### src/rtl/video_pkg.sv
// Shared timing defaults, counter width helper and the registered video output bundle
// for the video controller.
package video_pkg;

  localparam int HDISP_DEF      = 800;
  localparam int VDISP_DEF      = 480;
  localparam int HFP_DEF        = 40;
  localparam int HPULSE_DEF     = 48;
  localparam int HBP_DEF        = 40;
  localparam int VFP_DEF        = 13;
  localparam int VPULSE_DEF     = 3;
  localparam int VBP_DEF        = 29;
  localparam int BLINK_HALF_DEF = 25_000_000;

  localparam int HTOTAL_DEF = HDISP_DEF + HFP_DEF + HPULSE_DEF + HBP_DEF;
  localparam int VTOTAL_DEF = VDISP_DEF + VFP_DEF + VPULSE_DEF + VBP_DEF;

  localparam logic [23:0] RGB_WHITE = 24'hFF_FFFF;
  localparam logic [23:0] RGB_BLACK = 24'h00_0000;

  // Bits needed for a counter running 0..n-1, never less than one.
  function automatic int cnt_w(input int n);
    return (n > 1) ? $clog2(n) : 1;
  endfunction

  typedef struct packed {
    logic        hs;
    logic        vs;
    logic        blank;
    logic [23:0] rgb;
  } video_out_t;

  localparam video_out_t VIDEO_IDLE = '{hs: 1'b1, vs: 1'b1, blank: 1'b0, rgb: RGB_BLACK};

endpackage

### src/rtl/hws_if.sv
// Hardware-support bus port used for board integration.
interface hws_if;
  logic [15:0] address;
  logic        read;
  logic        write;
  logic [31:0] writedata;
  logic [31:0] readdata;
  logic        waitrequest;

  modport master (output address, read, write, writedata, input readdata, waitrequest);
  modport slave  (input  address, read, write, writedata, output readdata, waitrequest);
endinterface

### src/rtl/video_if.sv
// Raster video port: forwarded pixel clock, syncs, blank and 24-bit colour.
interface video_if;
  logic        CLK;
  logic        HS;
  logic        VS;
  logic        BLANK;
  logic [23:0] RGB;

  modport master (output CLK, HS, VS, BLANK, RGB);
  modport slave  (input  CLK, HS, VS, BLANK, RGB);
endinterface

### src/rtl/vga_timing.sv
// Pixel/line counters with sync, blank and 16-pixel grid decode; every output is
// registered so it reflects the counter value of the previous cycle.
module vga_timing
  import video_pkg::*;
#(
  parameter int HDISP  = HDISP_DEF,
  parameter int VDISP  = VDISP_DEF,
  parameter int HFP    = HFP_DEF,
  parameter int HPULSE = HPULSE_DEF,
  parameter int HBP    = HBP_DEF,
  parameter int VFP    = VFP_DEF,
  parameter int VPULSE = VPULSE_DEF,
  parameter int VBP    = VBP_DEF
) (
  input  logic       clk,
  input  logic       reset,
  output video_out_t vout
);

  localparam int HTOTAL = HDISP + HFP + HPULSE + HBP;
  localparam int VTOTAL = VDISP + VFP + VPULSE + VBP;
  localparam int XW     = cnt_w(HTOTAL);
  localparam int YW     = cnt_w(VTOTAL);

  localparam logic [XW-1:0] X_LAST   = XW'(HTOTAL - 1);
  localparam logic [XW-1:0] X_ACT    = XW'(HDISP);
  localparam logic [XW-1:0] X_SYNC_S = XW'(HDISP + HFP);
  localparam logic [XW-1:0] X_SYNC_E = XW'(HDISP + HFP + HPULSE);
  localparam logic [YW-1:0] Y_LAST   = YW'(VTOTAL - 1);
  localparam logic [YW-1:0] Y_ACT    = YW'(VDISP);
  localparam logic [YW-1:0] Y_SYNC_S = YW'(VDISP + VFP);
  localparam logic [YW-1:0] Y_SYNC_E = YW'(VDISP + VFP + VPULSE);

  logic [XW-1:0] pix_x_q, pix_x_d;
  logic [YW-1:0] line_y_q, line_y_d;
  video_out_t    vout_q, vout_d;
  logic          active;

  always_comb begin
    // NOTE: every signal written here gets a default first, so no path can infer a latch.
    pix_x_d  = pix_x_q + XW'(1);
    line_y_d = line_y_q;
    if (pix_x_q == X_LAST) begin
      pix_x_d  = '0;
      line_y_d = (line_y_q == Y_LAST) ? '0 : line_y_q + YW'(1);
    end

    active       = (pix_x_q < X_ACT) && (line_y_q < Y_ACT);
    vout_d.hs    = !((pix_x_q >= X_SYNC_S) && (pix_x_q < X_SYNC_E));
    vout_d.vs    = !((line_y_q >= Y_SYNC_S) && (line_y_q < Y_SYNC_E));
    vout_d.blank = active;
    vout_d.rgb   = (active && ((pix_x_q[3:0] == 4'd0) || (line_y_q[3:0] == 4'd0)))
                   ? RGB_WHITE : RGB_BLACK;
  end

  always_ff @(posedge clk) begin
    // NOTE: state is updated with non-blocking assignments so all flops see pre-edge values.
    if (reset) begin
      pix_x_q  <= '0;
      line_y_q <= '0;
      vout_q   <= VIDEO_IDLE;
    end else begin
      pix_x_q  <= pix_x_d;
      line_y_q <= line_y_d;
      vout_q   <= vout_d;
    end
  end

  assign vout = vout_q;

endmodule

### src/rtl/video_top.sv
// Video controller top: KEY[0] reset synchroniser, LED heartbeat, idle hardware-support
// port and the raster generator driving the video port.
module video_top
  import video_pkg::*;
#(
  parameter int HDISP      = HDISP_DEF,
  parameter int VDISP      = VDISP_DEF,
  parameter int HFP        = HFP_DEF,
  parameter int HPULSE     = HPULSE_DEF,
  parameter int HBP        = HBP_DEF,
  parameter int VFP        = VFP_DEF,
  parameter int VPULSE     = VPULSE_DEF,
  parameter int VBP        = VBP_DEF,
  parameter int BLINK_HALF = BLINK_HALF_DEF
) (
  input  logic        FPGA_CLK1_50,
  input  logic [1:0]  KEY,
  output logic [7:0]  LED,
  input  logic [3:0]  SW,
  hws_if.master       hws_ifm,
  video_if.master     video_ifm
);

  localparam int BW = cnt_w(BLINK_HALF);
  localparam logic [BW-1:0] BLINK_LAST = BW'(BLINK_HALF - 1);

  logic          key_meta_q, key_meta_d;
  logic          key_sync_q, key_sync_d;
  logic          reset;
  logic [BW-1:0] blink_cnt_q, blink_cnt_d;
  logic          led0_q, led0_d;
  video_out_t    vout;
  logic          unused_ok;

  always_comb begin
    key_meta_d  = KEY[0];
    key_sync_d  = key_meta_q;
    blink_cnt_d = blink_cnt_q + BW'(1);
    led0_d      = led0_q;
    if (blink_cnt_q == BLINK_LAST) begin
      blink_cnt_d = '0;
      led0_d      = ~led0_q;
    end
  end

  // Synchroniser flops carry no reset: they are the source of it.
  always_ff @(posedge FPGA_CLK1_50) begin
    key_meta_q <= key_meta_d;
    key_sync_q <= key_sync_d;
  end

  assign reset = ~key_sync_q;

  always_ff @(posedge FPGA_CLK1_50) begin
    if (reset) begin
      blink_cnt_q <= '0;
      led0_q      <= 1'b0;
    end else begin
      blink_cnt_q <= blink_cnt_d;
      led0_q      <= led0_d;
    end
  end

  assign LED = {7'b0, led0_q};

  vga_timing #(
    .HDISP (HDISP),  .VDISP (VDISP),
    .HFP   (HFP),    .HPULSE(HPULSE), .HBP(HBP),
    .VFP   (VFP),    .VPULSE(VPULSE), .VBP(VBP)
  ) u_timing (
    .clk  (FPGA_CLK1_50),
    .reset(reset),
    .vout (vout)
  );

  assign video_ifm.CLK   = FPGA_CLK1_50;
  assign video_ifm.HS    = vout.hs;
  assign video_ifm.VS    = vout.vs;
  assign video_ifm.BLANK = vout.blank;
  assign video_ifm.RGB   = vout.rgb;

  assign hws_ifm.address   = '0;
  assign hws_ifm.read      = 1'b0;
  assign hws_ifm.write     = 1'b0;
  assign hws_ifm.writedata = '0;

  assign unused_ok = ^{KEY[1], SW, hws_ifm.readdata, hws_ifm.waitrequest};

endmodule

### src/flat_wrapper.sv
// flat-port wrapper written by rule: the top's interface ports become plain ports
module video_top_flat import video_pkg::*;
#(
  parameter int HDISP      = HDISP_DEF,
  parameter int VDISP      = VDISP_DEF,
  parameter int HFP        = HFP_DEF,
  parameter int HPULSE     = HPULSE_DEF,
  parameter int HBP        = HBP_DEF,
  parameter int VFP        = VFP_DEF,
  parameter int VPULSE     = VPULSE_DEF,
  parameter int VBP        = VBP_DEF,
  parameter int BLINK_HALF = BLINK_HALF_DEF
)
  (FPGA_CLK1_50, KEY, LED, SW, hws_ifm_address, hws_ifm_read, hws_ifm_write, hws_ifm_writedata, hws_ifm_readdata, hws_ifm_waitrequest, video_ifm_CLK, video_ifm_HS, video_ifm_VS, video_ifm_BLANK, video_ifm_RGB);
  hws_if hws_ifm_i ();
  video_if video_ifm_i ();
  input  logic FPGA_CLK1_50;
  input  logic [1:0] KEY;
  output logic [7:0] LED;
  input  logic [3:0] SW;
  output wire logic [$bits(hws_ifm_i.address)-1:0] hws_ifm_address;
  output wire logic [$bits(hws_ifm_i.read)-1:0] hws_ifm_read;
  output wire logic [$bits(hws_ifm_i.write)-1:0] hws_ifm_write;
  output wire logic [$bits(hws_ifm_i.writedata)-1:0] hws_ifm_writedata;
  input wire logic [$bits(hws_ifm_i.readdata)-1:0] hws_ifm_readdata;
  input wire logic [$bits(hws_ifm_i.waitrequest)-1:0] hws_ifm_waitrequest;
  output wire logic [$bits(video_ifm_i.CLK)-1:0] video_ifm_CLK;
  output wire logic [$bits(video_ifm_i.HS)-1:0] video_ifm_HS;
  output wire logic [$bits(video_ifm_i.VS)-1:0] video_ifm_VS;
  output wire logic [$bits(video_ifm_i.BLANK)-1:0] video_ifm_BLANK;
  output wire logic [$bits(video_ifm_i.RGB)-1:0] video_ifm_RGB;
  assign hws_ifm_address = hws_ifm_i.address;
  assign hws_ifm_read = hws_ifm_i.read;
  assign hws_ifm_write = hws_ifm_i.write;
  assign hws_ifm_writedata = hws_ifm_i.writedata;
  assign hws_ifm_i.readdata = hws_ifm_readdata;
  assign hws_ifm_i.waitrequest = hws_ifm_waitrequest;
  assign video_ifm_CLK = video_ifm_i.CLK;
  assign video_ifm_HS = video_ifm_i.HS;
  assign video_ifm_VS = video_ifm_i.VS;
  assign video_ifm_BLANK = video_ifm_i.BLANK;
  assign video_ifm_RGB = video_ifm_i.RGB;
  video_top #(.HDISP(HDISP), .VDISP(VDISP), .HFP(HFP), .HPULSE(HPULSE), .HBP(HBP), .VFP(VFP), .VPULSE(VPULSE), .VBP(VBP), .BLINK_HALF(BLINK_HALF)) u_core (.FPGA_CLK1_50(FPGA_CLK1_50), .KEY(KEY), .LED(LED), .SW(SW), .hws_ifm(hws_ifm_i), .video_ifm(video_ifm_i));
endmodule
### config.mk
export PLATFORM = sky130hd
export DESIGN_NAME = video_top_flat
export DESIGN_NICKNAME = d
export VERILOG_FILES = /design/src/rtl/video_pkg.sv /design/src/rtl/hws_if.sv /design/src/rtl/video_if.sv /design/src/rtl/vga_timing.sv /design/src/rtl/video_top.sv /design/src/flat_wrapper.sv
export SDC_FILE = /design/constraint.sdc
export NUM_CORES = 1
export LEC_CHECK = 0
export BUFFER_PORTS_ARGS = -buffer_cell sky130_fd_sc_hd__buf_2
export CELL_PAD_IN_SITES_DETAIL_PLACEMENT = 2
export CELL_PAD_IN_SITES_GLOBAL_PLACEMENT = 2
export CORE_MARGIN = 2
export CORE_UTILIZATION = 24
export DETAILED_ROUTE_END_ITERATION = 10
export PLACE_DENSITY = 0.76
export SLEW_MARGIN = 20
export SYNTH_ARGS = -nofsm -noshare
export SYNTH_HDL_FRONTEND = slang
export SYNTH_HIERARCHICAL = 1
export SYNTH_SLANG_ARGS = --single-unit
### constraint.sdc
create_clock -name FPGA_CLK1_50 -period 1.9 [get_ports FPGA_CLK1_50]
set_clock_uncertainty 0.2 [all_clocks]
set_input_delay 0.19 -clock FPGA_CLK1_50 [delete_from_list [all_inputs] [get_ports FPGA_CLK1_50]]
set_output_delay 0.19 -clock FPGA_CLK1_50 [all_outputs]
set_load 0.1 [all_outputs]
==> flow_metrics.tcl, run 1 <==
set metrics [dict create \
    nets 467 \
    routed_wl_um 8430 \
    hpwlAfterDp_um 5760 \
    fin_crit_sh_pct 102 \
    drt_iter0_markers 47 \
    via_count 2611 \
    syn_area_per_cell_um2 8.43 \
    cp_slowest_cell "or4_4" \
    rows 40 \
    antenna_left 0 \
    synth_compound_area_share_pct 7.50 \
    rsz0062_at_grt "yes" \
    start_kind "register" \
    die-area_mm2 0.0135 \
    fin_util_pct 31.1 \
    yosys.area_share.simple_pct 24.8 \
    muxShareOfSynthArea_pct 0.332 \
    yosysTopAreaCellShare_pct 34.5 \
    wl_per_cell_um 14.3 \
    crit_family "simple AND/OR/NAND/NOR gates" \
    ys_seq_area_share_pct 34.5 \
    synth_top_family_by_area "simple AND/OR/NAND/NOR gates" \
    pre_cts_slack_ps -118 \
    dpl-instance-area_mm2 0.00332 \
    place_inst 570 \
    gr-total-overflow 0 \
    gp_congestion 0.781 \
    yosysMostFrequentCell "buf_4" \
    yosysUniqueCellTypes 40 \
    yosys_warnings 6 \
    violations "setup timing" \
    p_clk_share_pct 42.6 \
    totalPowerFinal_mw 3.37 \
    route.detailed.drc 0 \
    grt_start_max_net_pins 25 \
    clk_pin_slew_worst_paths_ps 70 \
    drt_first_pass_iters 4 \
    final_max_slew_viol_count 0 \
    p_int_mw 1.94 \
    leakagePower_nw 1.45 \
    start_util_pct 24.8 \
    cp.depth 6 \
    max_stage_delay_ps 450 \
    drv_cap 0 \
    port_buffers 30 \
    reg2reg_to "u_core/blink_cnt_q[20]" \
    outcome "finished, violations left" \
    die_w_um 116 \
    synth_top_cell_by_area "dfxtp_1" \
    fillerInstances 1399 \
    syn_area_mm2 0.00302 \
    p_per_area_mw_per_mm2 891 \
    synthTopCellsByArea "dfxtp_1 34%, buf_4 20%, xnor2_1 4.9%" \
    hold_path.class "register to register" \
    area_growth_pct 25.2 \
    path_common_cell "buf_4" \
    drive_gt1_share_pct 35.3 \
    ioPinCount 126 \
    pwr-share-comb_pct 24.1 \
    hold_violations 0 \
    crit_chain "nand4_1 > buf_4 > or4_4 > buf_4 > o31ai_2 > a21oi_1" \
    synth_cells 358 \
    setup_viol 3 \
    yosys.area_share.xor_xnor_pct 7.25 \
    first_global_vias 2604 \
    worst-path-buf-inv 2 \
    fin_ws_ps -38.6 \
    grt_pass1_wl_um 12600 \
    period_minus_slack_ps 1940 \
    grt_usage_pct 12.0 \
    critPathKind "register to register" \
    tns_ps -76.1 \
    fmax_ghz 0.516 \
    path_max_fanout 4 \
    clk_latency_ps 410 \
    crit_path_end_kind "register" \
    crit_start "u_core/blink_cnt_q[12]" \
    instances_no_fill 590 \
    required_ps 2000 \
    synthTopCellsByCount "82 x buf_4, 52 x dfxtp_1, 34 x nor2_1" \
    rrSetupSlack_ps -40 \
    core_mm2 0.0122 \
    seqPwrFrac_pct 33.3 \
    ir_drop_mv 1.03 \
    fp.dieH_um 116 \
    grt_antenna_before_repair 0 \
    synth_seq_cells 52 \
    worstSetupEndpoint "u_core/blink_cnt_q[20]" \
    r2r_cells 6 \
    arrival_ps 2040 \
    synth_fa_ha_area_share_pct 2.49 \
    switching_power_mw 1.43 \
    async_flop_share_pct 0 \
    num_antenna_cells 0 \
    finalInstanceArea_mm2 0.00378 \
    swShare_pct 42.5 \
    synth-edff-count 0 \
    whs_ps 138 \
    r2r_start "u_core/blink_cnt_q[12]" \
    cts_tree "built" \
    synth_top_flop_cell "dfxtp_1" \
    vias_per_cell 4.43 \
]
cell usage in the layout (no fill, tap or decap), types with 3 or more instances in the layout:
cell type,instances
inv_1,11
nor2_1,34
nand4_1,8
o31ai_1,6
o21ai_0,6
xnor2_1,17
or3_4,4
nor4_1,9
clkbuf_16,8
xor2_1,7
conb_1,57
buf_2,30
or4_1,4
dfxtp_1,34
buf_4,51
or4_4,7
a21oi_2,3
a21oi_1,13
nand3_2,3
nand2_1,16
buf_6,4
nor3_1,8
or3_1,5
ha_1,5
dfxtp_2,18
nand3_1,17
power groups by stage:
stage / Sequential, mW / Combinational (mW) / Clock (mW)
2_1_floorplan: 1.16 / 0.847 / 0.199
3_3_place_gp: 1.14 / 0.800 / 0.185
3_5_place_dp: 1.15 / 0.803 / 0.185
4_1_cts: 1.12 / 0.809 / 1.46
5_1_grt: 1.12 / 0.831 / 1.53
6_report: 1.12 / 0.812 / 1.43
per-layer routing:
layer	wire length, um	vias to the layer above	global-route usage (%)	part of all wire [%]
met4	120	0	4.52	1.4
met3	387	7	2.70	4.6
met5	0	-	0	0
met1	3550	1295	13.7	42
met2	4370	89	21.7	52
li1	-	1220	-	-
logic make-up after synthesis:
kind of cell / count (synthesis)
other cells: 1
xor+xnor: 25
fa+ha+maj: 6
mux: 1
flops: 52
buf+inv: 101
simple gates: 135
compound gates: 37
repair_timing:
item,in CTS,in global routing
pin swaps,7,13
endpoints found under the setup margin,33,34
gates cloned,1,0
hold endpoints to repair,1,0
hold buffers,1,0
buffers inserted,4,3
gates resized for setup,16,26
cell type report:
class | count | area (um^2) | area share [%]
Clock inverter | 3 | 23.8 | 0.629
Sequential cell | 52 | 1060 | 28.1
Clock buffer | 9 | 205 | 5.43
Multi-Input combinational cell | 262 | 1650 | 43.7
Inverter | 11 | 41.3 | 1.09
Tap cell | 168 | 210 | 5.56
Timing Repair Buffer | 85 | 583 | 15.4
sequential cells by signal, indices dropped and copies added (netlist names):
| signal | flops |
|---|---|
| u_core/blink_cnt_q | 25 |
| u_core/key_meta_q | 1 |
| u_core/key_sync_q | 1 |
| u_core/led0_q | 1 |
| u_core/u_timing/line_y_q | 10 |
| u_core/u_timing/pix_x_q | 10 |
| u_core/u_timing/vout | 4 |
worst min path at each step:
stage	start	to	slack [ps]	cells past startpoint
floorplan	KEY[0]	u_core/key_meta_q	20	0
global placement	KEY[0]	u_core/key_meta_q	100	1
detailed placement	KEY[0]	u_core/key_meta_q	100	1
CTS	u_core/key_meta_q	u_core/key_sync_q	140	0
global route	u_core/key_meta_q	u_core/key_sync_q	150	0
finish	u_core/key_meta_q	u_core/key_sync_q	140	0
No activity file was read; power rests on OpenSTA's default activity.
==> run 2, diff against run 1 <==
- PLACE_DENSITY: 0.76 -> 0.73
==> flow_metrics.tcl, run 2 (same netlist as run 1, synthesis figures left out) <==
set metrics [dict create \
    outcome "finished, violations left" \
    violations "setup timing" \
    swShare_pct 39.2 \
    area_growth_pct 35.0 \
    arrival_ps 2130 \
    drive_gt1_share_pct 39.8 \
    routed_wl_um 10200 \
    clk_pin_slew_worst_paths_ps 70 \
    grtUsageMet3_pct 2.80 \
    vias_per_cell 4.55 \
    layout_commonest_cell "conb_1" \
    gr-usage-met2_pct 25.3 \
    timing.slew.headroom_pct 63.6 \
    port_buffers 30 \
    reg_top3 "u_core/blink_cnt_q (25), u_core/u_timing/line_y_q (10), u_core/u_timing/pix_x_q (10)" \
    ir_drop_mv 0.805 \
    hold_violations 0 \
    path_max_fanout 4 \
    seqPwrFrac_pct 31.0 \
    p_per_area_mw_per_mm2 890 \
    seq_area_mm2 0.00107 \
    min-delay-start "u_core/key_meta_q" \
    die-area_mm2 0.0135 \
    start_kind "register" \
    mostFrequentLayoutCells "57 x conb_1, 55 x buf_4, 34 x nor2_1" \
    fin_crit_sh_pct 105 \
    gp_congestion 0.775 \
    final_max_slew_viol_count 0 \
    grt_antenna_before_repair 0 \
    required_ps 2050 \
    grt_pass1_wl_um 13900 \
    pre_cts_slack_ps -140 \
    switching_power_mw 1.42 \
    r2r_start "u_core/blink_cnt_q[6]" \
    fp.dieH_um 116 \
    p_clk_share_pct 45.9 \
    via_count 2723 \
    largest-register "u_core/blink_cnt_q" \
    gr-usage-met1_pct 14.1 \
    drt_first_pass_iters 4 \
    fmax_ghz 0.504 \
    fin_util_pct 33.5 \
    drv_cap 0 \
    core_mm2 0.0122 \
    grt_start_max_net_pins 25 \
    reg2reg_to "u_core/blink_cnt_q[19]" \
    r2r_cells 5 \
    antenna_left 0 \
    num_antenna_cells 0 \
    setup_viol 24 \
    worstHoldEndpoint "u_core/key_sync_q" \
    fin_ws_ps -85.9 \
    start_util_pct 24.8 \
    clk_latency_ps 410 \
    gr-max-usage-layer "met2" \
    critPathKind "register to register" \
    die_w_um 116 \
    route.detailed.drc 0 \
    drt_iter0_markers 94 \
    worst_pin_slew_ps 545 \
    fillerInstances 1353 \
    multiInputGateArea_mm2 0.00180 \
    pwr-share-comb_pct 23.1 \
    ioPinCount 126 \
    grt_usage_pct 13.4 \
    hpwlAfterDp_um 5980 \
    rows 40 \
    nets 476 \
    p_int_mw 2.21 \
    period_minus_slack_ps 1990 \
    gr-total-overflow 0 \
    leakagePower_nw 1.59 \
    rsz0062_at_grt "yes" \
    crit_start "u_core/blink_cnt_q[6]" \
    largest_reg_flops 25 \
    cts_tree "built" \
    whs_path_depth 0 \
    wl_per_cell_um 17.1 \
    hold_path.class "register to register" \
    first_global_vias 2686 \
    rrSetupSlack_ps -90 \
    crit_path_end_kind "register" \
]
[run 2: cell count changes in the layout (fill, tap and decap cells not counted), sizes merged]
cell,delta
clkinv,-1
clkinvlp,-2
buf,+8
bufinv,+2
clkbuf,+1
[run 2: worst max-delay path: stages (launching register included)]
cell and delay, ps:
dfxtp_4 350, nand4_1 200, buf_4 210, or4_4 450, or3_1 380, a21oi_2 140
[run 2: metal layers]
metal | part of all wire, % | up-vias
met5 | 0 | -
met4 | 3.3 | 0
met3 | 5.6 | 27
met2 | 51 | 122
met1 | 40 | 1334
li1 | - | 1240
[run 2: layout make-up]
class	count	share of cell area, %
Multi-Input combinational cell	262	44.1
Sequential cell	52	26.3
Timing Repair Buffer	94	17.0
Tap cell	168	5.16
Clock buffer	9	5.04
Clock inverter	2	1.47
Inverter	11	1.01
[run 2: worst max-delay path by stage]
stage / endpoint / depth (start not counted) / slack (ps)
2_1_floorplan: u_core/blink_cnt_q[21] / 5 / -10
3_3_place_gp: u_core/u_timing/line_y_q[8] / 7 / -60
3_5_place_dp: u_core/u_timing/line_y_q[7] / 5 / -140
4_1_cts: u_core/u_timing/line_y_q[9] / 5 / -7
5_1_grt: u_core/blink_cnt_q[24] / 5 / -170
6_report: u_core/blink_cnt_q[19] / 5 / -90
[run 2: stage by stage]
step | hold slack [ps] | cells | TNS, ps | power (mW) | cell area, um^2
final | 130 | 598 | -1210 | 3.63 | 4080
after global routing | 150 | 598 | -2660 | 3.73 | 4080
after CTS | 135 | 594 | -12.9 | 3.65 | 3810
after detailed placement | 99.3 | 577 | -1060 | 2.14 | 3390
after global placement | 95.7 | 577 | -733 | 2.14 | 3390
after floorplan | 17.7 | 414 | -24.5 | 2.21 | 3260
[run 2: power by group through the flow]
stage	registers [mW]	clock network (mW)	logic (mW)
after floorplan	1.16	0.199	0.847
after global placement	1.14	0.185	0.809
after detailed placement	1.14	0.185	0.813
after CTS	1.12	1.71	0.819
after global routing	1.13	1.75	0.858
final	1.12	1.67	0.838
[run 2: timing repair]
| action | CTS | global route |
|---|---|---|
| gates cloned | 1 | 2 |
| pin swaps | 14 | 11 |
| hold buffers | 1 | 0 |
| gates resized for setup | 23 | 48 |
| buffers inserted | 5 | 2 |
| endpoints found under the setup margin | 34 | 28 |
| hold endpoints to repair | 1 | 0 |
